File: config.mk
export PLATFORM = sky130hd
export DESIGN_NAME = mul_share_arbiter
export DESIGN_NICKNAME = d
export VERILOG_FILES = /design/src/rtl/mul_share_arbiter.sv
export SDC_FILE = /design/constraint.sdc
export NUM_CORES = 1
export LEC_CHECK = 0
export CAP_MARGIN = 0
export CORE_MARGIN = 5
export CORE_UTILIZATION = 65
export CTS_CLUSTER_DIAMETER = 60
export CTS_CLUSTER_SIZE = 24
export DETAILED_ROUTE_END_ITERATION = 16
export DONT_BUFFER_PORTS = 1
export GPL_ROUTABILITY_DRIVEN = 0
export PLACE_DENSITY = 0.92
export SETUP_SLACK_MARGIN = 0.5
export SLEW_MARGIN = 20
export SYNTH_ARGS = -nofsm -noshare
export SYNTH_HDL_FRONTEND = slang
export SYNTH_SLANG_ARGS = --single-unit
File: constraint.sdc
create_clock -name clk -period 4.5 [get_ports clk]
set_input_delay 0.9 -clock clk [delete_from_list [all_inputs] [get_ports clk]]
set_output_delay 0.9 -clock clk [all_outputs]
set_load 0.02 [all_outputs]
File: src/rtl/mul_share_arbiter.sv
// mul_share_arbiter: round-robin sharing of one pipelined modular multiplier
// between N_REQ requesters. A tag pipeline that matches the multiplier latency
// routes each product back to the requester that issued it, and a small FSM
// quiesces the unit on drain.
// Optional build macro MUL_ARB_STATS_EN adds per-requester issue counters, a
// stall counter and a stat_clr input.
module mul_share_arbiter #(
  parameter int N_REQ         = 4,
  parameter int DATA_WIDTH    = 12,
  parameter int MUL_STAGE_CNT = 3
) (
  input  logic                                  clk,
  input  logic                                  rst,
  input  logic [N_REQ-1:0]                      req_valid,
  output logic [N_REQ-1:0]                      req_ready,
  input  logic [N_REQ-1:0][DATA_WIDTH-1:0]      req_a,
  input  logic [N_REQ-1:0][DATA_WIDTH-1:0]      req_b,
  output logic [DATA_WIDTH-1:0]                 mul_a,
  output logic [DATA_WIDTH-1:0]                 mul_b,
  input  logic signed [DATA_WIDTH:0]            mul_result,
  output logic [N_REQ-1:0]                      rsp_valid,
  output logic signed [DATA_WIDTH:0]            rsp_data,
  input  logic                                  drain,
  output logic                                  idle
`ifdef MUL_ARB_STATS_EN
  ,
  input  logic                                  stat_clr,
  output logic [N_REQ-1:0][31:0]                stat_issue,
  output logic [31:0]                           stat_stall
`endif
);

  localparam int IDW = (N_REQ > 1) ? $clog2(N_REQ) : 1;

  typedef enum logic [1:0] {
    ST_IDLE  = 2'd0,
    ST_RUN   = 2'd1,
    ST_DRAIN = 2'd2
  } state_t;

  state_t                          state_q, state_d;
  logic [IDW-1:0]                  rr_q;
  logic [IDW-1:0]                  winner, cand;
  logic                            found, grant_en, hs;
  // Tag pipeline: stage index p matches the product's position in the multiplier.
  logic [MUL_STAGE_CNT:0]          tag_vld_p;
  logic [MUL_STAGE_CNT:0][IDW-1:0] tag_id_p;

  function automatic logic [N_REQ-1:0] onehot(input logic [IDW-1:0] id);
    onehot     = '0;
    onehot[id] = 1'b1;
  endfunction

  // Round-robin search for the first valid requester starting at rr_q.
  always_comb begin
    found  = 1'b0;
    winner = rr_q;
    cand   = rr_q;
    for (int k = 0; k < N_REQ; k++) begin
      cand = IDW'((int'(rr_q) + k) % N_REQ);
      if (!found && req_valid[cand]) begin
        found  = 1'b1;
        winner = cand;
      end
    end
  end

  // Grants only in RUN; a drain request suppresses the grant in the same cycle.
  assign grant_en  = rst & (state_q == ST_RUN) & ~drain;
  assign hs        = grant_en & found;
  assign req_ready = hs ? onehot(winner) : '0;

  // Next-state logic; DRAIN leaves once only the final tag stage may still hold a beat.
  always_comb begin
    state_d = state_q;
    case (state_q)
      ST_IDLE:  if (!drain) state_d = ST_RUN;
      ST_RUN:   if (drain)  state_d = ST_DRAIN;
      ST_DRAIN: if (~|tag_vld_p[MUL_STAGE_CNT-1:0]) state_d = ST_IDLE;
      default:  state_d = ST_IDLE;
    endcase
  end

  // Control state, tag valids and multiplier operand registers.
  always_ff @(posedge clk) begin
    if (!rst) begin
      state_q   <= ST_IDLE;
      rr_q      <= '0;
      tag_vld_p <= '0;
      mul_a     <= '0;
      mul_b     <= '0;
    end else begin
      state_q   <= state_d;
      tag_vld_p <= {tag_vld_p[MUL_STAGE_CNT-1:0], hs};
      if (hs) begin
        rr_q  <= (winner == IDW'(N_REQ - 1)) ? '0 : winner + 1'b1;
        mul_a <= req_a[winner];
        mul_b <= req_b[winner];
      end
    end
  end

  // Tag ids are qualified by tag_vld_p and need no reset.
  always_ff @(posedge clk) begin
    tag_id_p <= {tag_id_p[MUL_STAGE_CNT-1:0], winner};
  end

  // ---- stage boundary: last tag stage lines up with mul_result ----
  assign rsp_valid = tag_vld_p[MUL_STAGE_CNT] ? onehot(tag_id_p[MUL_STAGE_CNT]) : '0;
  assign rsp_data  = tag_vld_p[MUL_STAGE_CNT] ? mul_result : '0;

  assign idle = (state_q == ST_IDLE) |
                ((state_q == ST_RUN) & ~|req_valid & ~|tag_vld_p);

`ifdef MUL_ARB_STATS_EN
  // Saturating issue and stall counters; clear wins over increment.
  always_ff @(posedge clk) begin
    if (!rst || stat_clr) begin
      stat_issue <= '0;
      stat_stall <= '0;
    end else begin
      if (hs && stat_issue[winner] != 32'hFFFF_FFFF)
        stat_issue[winner] <= stat_issue[winner] + 32'd1;
      if ((state_q == ST_RUN) && |req_valid && !hs && stat_stall != 32'hFFFF_FFFF)
        stat_stall <= stat_stall + 32'd1;
    end
  end
`endif

endmodule

==> flow_summary.yaml, run 1 <==
global_route:
  grt_pass1_vias: 1780
  grt_pass1_wl_mm: 8.29
  grt.overflow.total: 0
  grt_start_max_net_pins: 53
  antenna_found_initial: 0
  grt_usage_pct: 24.9
timing:
  whs_ps: 340
  rsz0062_at_grt: "no"
  fmax_mhz: 292
  max_slew_margin_pct: 33.8
  slew_viol_final: 0
  hold_violations: 0
  tightest_slew_ps: 989
  setup_viol_count_final: 0
  finalCritPeriodShare_pct: 76.1
  skew_ps: 8.28
  tns_ps: 0
  layout_min_cycle_time_ps: 3420
floorplan:
  num_rows: 20
  die_y_um: 66.5
  start_util_pct: 67.9
  fp.dieArea_mm2: 0.00442
  die_w_um: 66.5
  pin_count: 162
  core_mm2: 0.00305
power:
  clock_power_share_pct: 35.2
  p_int_mw: 0.553
  irDropWorstVdd_uv: 243
  p_seq_share_pct: 53.9
  combPwrFrac_pct: 10.9
  sw_frac_of_total_pct: 25.4
  p_sw_mw: 0.189
  leakagePower_nw: 0.694
  p_per_area_mw_per_mm2: 349
clock_tree:
  ctsHoldBuffers: 0
  clockBufferDepth: 2
  cts_resized: 0
  htreeDepth: 2
  clkSlewWorstSetupHoldPaths_ps: 110
  cts_tree: "built"
  clock_sinks: 40
  cts_made_buffers: 5
  insertion_delay_ps: 340
  post-cts-setup-buffers: 0
  clockRootBuffer: "clkbuf_4"
synth:
  synthDistinctLibCells: 31
  synth.avg_cell_area_um2: 9.50
  yosysSeqAreaShare_pct: 38.6
  yosysWarnings: 0
  ys_ff_latch: 40
  synth.net_count: 334
  syn_area_mm2: 0.00207
  synthCells: 218
worst_setup_path:
  rr_endpoint: "mul_a[10]"
  reg2reg_setup_slack_ps: 2310
  cp.arrival_ps: 2520
  reg2reg_from: "rr_q[1]"
  cp-end-kind: "primary output"
  crit_path_start_kind: "primary input"
  critPathKind: "primary input to primary output"
  cp.required_ps: 3600
  cp_max_fo: 52
  r2r_cells: 7
hold_path:
  worstHoldPathCells: 0
  hold_path.class: "flop to flop"
  hold_path_end: "tag_id_p[7]"
  worstHoldStart: "tag_id_p[5]"
finish:
  n_fill_cell: 236
  syn_to_final_growth_pct: 2.48
  layout_commonest_cell: "dfxtp_1"
  antenna_cells: 0
  layout_common_cells: "dfxtp_1 (40), mux2i_1 (25), a32oi_1 (24), nand3_1 (24), o211ai_1 (24)"
  nets: 324
  final_util_pct: 69.5
  drive_gt1_share_pct: 8.13
status:
  status: "completed"
drt:
  vias_per_cell: 7.12
  dr.pass1.iters: 4
  ant_nets: 0
  detail_route.wl_per_cell_um: 23.3
  finalWirelength_mm: 5.89
  post-route-drc-count: 0
  first_iter_violations: 133
  via_count: 1802
placed_design:
  hpwl_mm: 4.44
  io_buffers: 0
flow_run:
  cap_violations: 0
-- power groups by stage --
| stage | Sequential (mW) | Combinational, mW | Clock [mW] |
|---|---|---|---|
| 5_1_grt | 0.402 | 0.0888 | 0.282 |
| 6_report | 0.400 | 0.0812 | 0.261 |
| 3_5_place_dp | 0.408 | 0.0805 | 0 |
| 3_3_place_gp | 0.407 | 0.0750 | 0 |
| 2_1_floorplan | 0.403 | 0.0764 | 0 |
| 4_1_cts | 0.400 | 0.0808 | 0.264 |
-- worst max-delay path, stage by stage --
cell       delay, ps
or3_1            330
o2111ai_1        100
and2_1           160
buf_4            300
inv_4            300
nor2_1           410
-- cell type report --
cell class | instances | area [µm²] | share of cell area (%)
tap | 44 | 55.1 | 2.59
multi-input combinational | 156 | 1140 | 53.7
clock buffer | 7 | 65.1 | 3.06
inverter | 2 | 10.0 | 0.471
timing repair buffer | 3 | 22.5 | 1.06
sequential | 40 | 801 | 37.7
clock inverter | 1 | 30.0 | 1.41
-- registers in the layout, indices dropped and copies added (netlist names) --
register	cells
mul_a	12
mul_b	12
tag_id_p	8
tag_vld_p	4
rr_q	2
state_q	2
-- how the worst max path moves through the flow --
stage	from	to	slack (ps)	cells past startpoint
after global routing	req_valid[3]	req_ready[0]	970	6
after floorplan	req_valid[3]	req_ready[0]	1490	7
final	req_valid[3]	req_ready[0]	1080	6
after detailed placement	req_valid[3]	req_ready[0]	1100	6
after global placement	req_valid[3]	req_ready[0]	1160	6
after CTS	req_valid[3]	req_ready[0]	1100	6
-- cells by family after synthesis --
family          Yosys count  synth area share, %
simple gates             74                 20.5
compound gates           56                 21.9
flops                    40                 38.6
mux                      25                 12.1
buf+inv                  22                 6.46
xor+xnor                  1                0.423
-- metrics by stage --
step / instance area (µm²) / instances / power, mW / worst slack [ps]
floorplan: 2070 / 218 / 0.479 / 1490
global placement: 2030 / 245 / 0.482 / 1160
global route: 2120 / 253 / 0.773 / 969
CTS: 2120 / 253 / 0.745 / 1100
detailed placement: 2030 / 245 / 0.488 / 1100
finish: 2120 / 253 / 0.742 / 1080
-- layer usage --
metal	global-route usage, %	part of all wire (%)	vias to the layer above
met5	0	0	-
met4	12.9	3.2	0
met1	25.5	35	849
met2	43.7	51	125
met3	9.27	11	17
li1	-	-	811
-- Yosys cell counts --
| library cell | instances | share of area (%) |
|---|---|---|
| nand3_1 | 24 | 5.8 |
| inv_1 | 1 | 0.18 |
| xnor2_1 | 1 | 0.42 |
| a211oi_2 | 1 | 0.60 |
| nor2_1 | 8 | 1.4 |
| buf_6 | 4 | 2.2 |
| o211ai_1 | 24 | 8.7 |
| nor3b_1 | 3 | 1.1 |
| buf_2 | 12 | 2.9 |
| nor4b_4 | 1 | 1.1 |
| clkbuf_1 | 3 | 0.54 |
| a21oi_2 | 1 | 0.42 |
| a21boi_2 | 1 | 0.54 |
| nor3_1 | 1 | 0.24 |
| nor2b_1 | 3 | 0.91 |
| a32oi_1 | 24 | 10 |
| nand2b_1 | 3 | 0.91 |
| buf_4 | 1 | 0.36 |
| mux2i_1 | 25 | 12 |
| and2_1 | 20 | 6.0 |
| dfxtp_1 | 40 | 39 |
| o21a_1 | 1 | 0.36 |
| inv_4 | 1 | 0.30 |
| and4bb_1 | 1 | 0.60 |
| o2111ai_1 | 1 | 0.42 |
| o21ai_0 | 2 | 0.48 |
| or3_1 | 1 | 0.30 |
| a21oi_1 | 1 | 0.24 |
| nand2_1 | 7 | 1.3 |
| nand4b_1 | 1 | 0.42 |
| and3_1 | 1 | 0.30 |
Note: power is estimated with default switching activity, not from simulation.
==> run 2, diff against run 1 <==
Settings changed: ABC_AREA set to 1, CORE_UTILIZATION 65 to 64, PLACE_DENSITY 0.92 to 0.91.
Clock period 4.5 ns to 3.6 ns, I/O delays scaled along.
==> flow_summary.yaml, run 2 <==
status:
  status: "completed"
worst_setup_path:
  crit_path_start_kind: "flop"
  cp.arrival_ps: 2280
  startpoint: "rr_q[0]"
  cp.required_ps: 2880
  cp-end-kind: "primary output"
  rr_endpoint: "mul_b[7]"
  cp_max_fo: 14
  reg2reg_from: "rr_q[0]"
  r2r_cells: 15
  reg2reg_setup_slack_ps: 1330
  critPathKind: "flop to primary output"
floorplan:
  num_rows: 25
  die_y_um: 78.7
  die_w_um: 78.7
  pin_count: 162
  fp.dieArea_mm2: 0.00620
  start_util_pct: 64.9
  core_mm2: 0.00466
finish:
  final_util_pct: 67.0
  layout_commonest_cell: "nand2_1"
  layout_common_cells: "nand2_1 (206), inv_1 (57), nor2_1 (50)"
  nets: 607
  drive_gt1_share_pct: 11.4
  n_fill_cell: 412
  multi_input_area_mm2: 0.00183
  syn_to_final_growth_pct: 3.27
  antenna_cells: 0
  regArea_um2: 808
  top_regs: "mul_a: 12 flops, mul_b: 12 flops, tag_id_p: 8 flops"
drt:
  post-route-drc-count: 0
  detail_route.wl_per_cell_um: 15.0
  ant_nets: 0
  dr.pass1.iters: 7
  finalWirelength_mm: 8.18
  first_iter_violations: 222
  vias_per_cell: 5.64
  via_count: 3077
timing:
  whs_ps: 334
  setup_viol_count_final: 0
  setup_ws_ps: 598
  tightest_slew_ps: 668
  hold_violations: 0
  max_slew_margin_pct: 55.1
  skew_ps: 6.49
  layout_min_cycle_time_ps: 3000
  fmax_mhz: 333
  slew_viol_final: 0
  tns_ps: 0
  rsz0062_at_grt: "yes"
  finalCritPeriodShare_pct: 83.4
synth:
  synthArstFlopShare_pct: 0
  ys_ff_latch: 40
  synthDistinctLibCells: 28
  yosysSeqAreaShare_pct: 26.5
  synth_compound_area_share_pct: 3.10
  synth.most_common_cell: "nand2_1"
  ys_top_cells_by_area: "dfxtp_1 (26%), nand2_1 (26%), inv_1 (7.2%), nand4_1 (6.8%), nor2_1 (6.3%)"
  yosys.area_share.xor_xnor_pct: 0
  synthAdderAreaFrac_pct: 0
  yosys.area.top_type: "dfxtp_1"
  synth_top_area_share_pct: 26.5
  synth-simple-area-share_pct: 56.0
  yosysWarnings: 0
  muxShareOfSynthArea_pct: 0
  synth.net_count: 624
  synth.avg_cell_area_um2: 5.95
  synthCells: 508
  synth_top_family_by_area: "simple AND/OR/NAND/NOR gates"
  synth_ff_type: "dfxtp_1"
  syn_area_mm2: 0.00302
  synth_common_cells: "nand2_1 (206), inv_1 (58), nor2_1 (51)"
  synth_edf_count: 0
clock_tree:
  cts_tree: "built"
  post-cts-setup-buffers: 0
  insertion_delay_ps: 290
  clkSlewWorstSetupHoldPaths_ps: 80
  cts_made_buffers: 5
  clockRootBuffer: "clkbuf_8"
  clock_sinks: 40
  clockBufferDepth: 2
  htreeDepth: 2
global_route:
  grt.overflow.total: 0
  antenna_found_initial: 0
  grt_pass1_wl_mm: 12.6
  grt_usage_pct: 24.8
  grt_start_max_net_pins: 49
  grt_pass1_vias: 2743
hold_path:
  hold_path_end: "tag_id_p[7]"
  hold_path.class: "flop to flop"
  worstHoldStart: "tag_id_p[5]"
  worstHoldPathCells: 0
power:
  p_per_area_mw_per_mm2: 394
  irDropWorstVdd_uv: 232
  leakagePower_nw: 1.70
  p_total_mw: 1.23
placed_design:
  io_buffers: 0
  dp_worst_setup_slack_ps: 588
  hpwl_mm: 5.89
flow_run:
  cap_violations: 0
-- run 2: changes by cell type after synthesis, sizes merged, moves of 13 or more --
| cell | previous run | this run |
|---|---|---|
| a32oi | 24 | 0 |
| and2 | 20 | 0 |
| inv | 2 | 61 |
| mux2i | 25 | 0 |
| nand2 | 7 | 224 |
| nand4 | 0 | 37 |
| nor2 | 8 | 52 |
| o211ai | 24 | 1 |
| o21ai | 2 | 15 |
-- run 2: what timing repair did --
| item | 4_1_cts | 5_1_grt |
|---|---|---|
| hold buffers | 0 | 0 |
| gates resized for setup | 3 | 14 |
| cloned | 0 | 1 |
| setup endpoints to repair | 4 | 4 |
| pin swaps | 0 | 1 |
-- run 2: critical path, stage by stage, from the launching register on --
cell	delay, ps
dfxtp_4	430
buf_4	180
nand2_1	60
nand2_1	130
nand2_1	100
nand2_4	130
nand3_1	110
nand3_2	120
nand3_4	140
nand2_8	180
inv_4	90
nor3_2	150
buf_4	170
-- run 2: report_power, final --
part           total [mW]  internal (mW)  switching (mW)
Sequential          0.497          0.469          0.0279
Clock               0.374          0.209           0.165
Combinational       0.359          0.113           0.247
-- run 2: layer usage --
metal | routed length, µm | track usage, %
met5 | 0 | 0
met4 | 58 | 5.24
met3 | 779 | 6.58
met2 | 4170 | 44.7
met1 | 3170 | 29.4
-- run 2: stage by stage --
stage	cell area [µm²]	cells
2_1_floorplan	3020	508
3_3_place_gp	2940	537
3_5_place_dp	2940	537
4_1_cts	3070	545
5_1_grt	3120	546
6_report	3120	546
-- run 2: cells by family after synthesis --
kind of cell,Yosys count
flops,40
compound gates,18
buf+inv,93
simple gates,357
-- run 2: worst max-delay path by stage --
stage	endpoint	slack, ps
4_1_cts	req_ready[2]	450
6_report	req_ready[0]	600
3_5_place_dp	req_ready[0]	590
2_1_floorplan	req_ready[0]	790
3_3_place_gp	req_ready[0]	670
5_1_grt	req_ready[2]	440
-- run 2: layout make-up --
type                            count  share of cell area [%]
Tap cell                           54                    2.16
Clock buffer                        5                    2.20
Inverter                           61                    7.74
Multi-Input combinational cell    376                    58.6
Sequential cell                    40                    25.9
Clock inverter                      3                    1.52
Timing Repair Buffer                7                    1.92
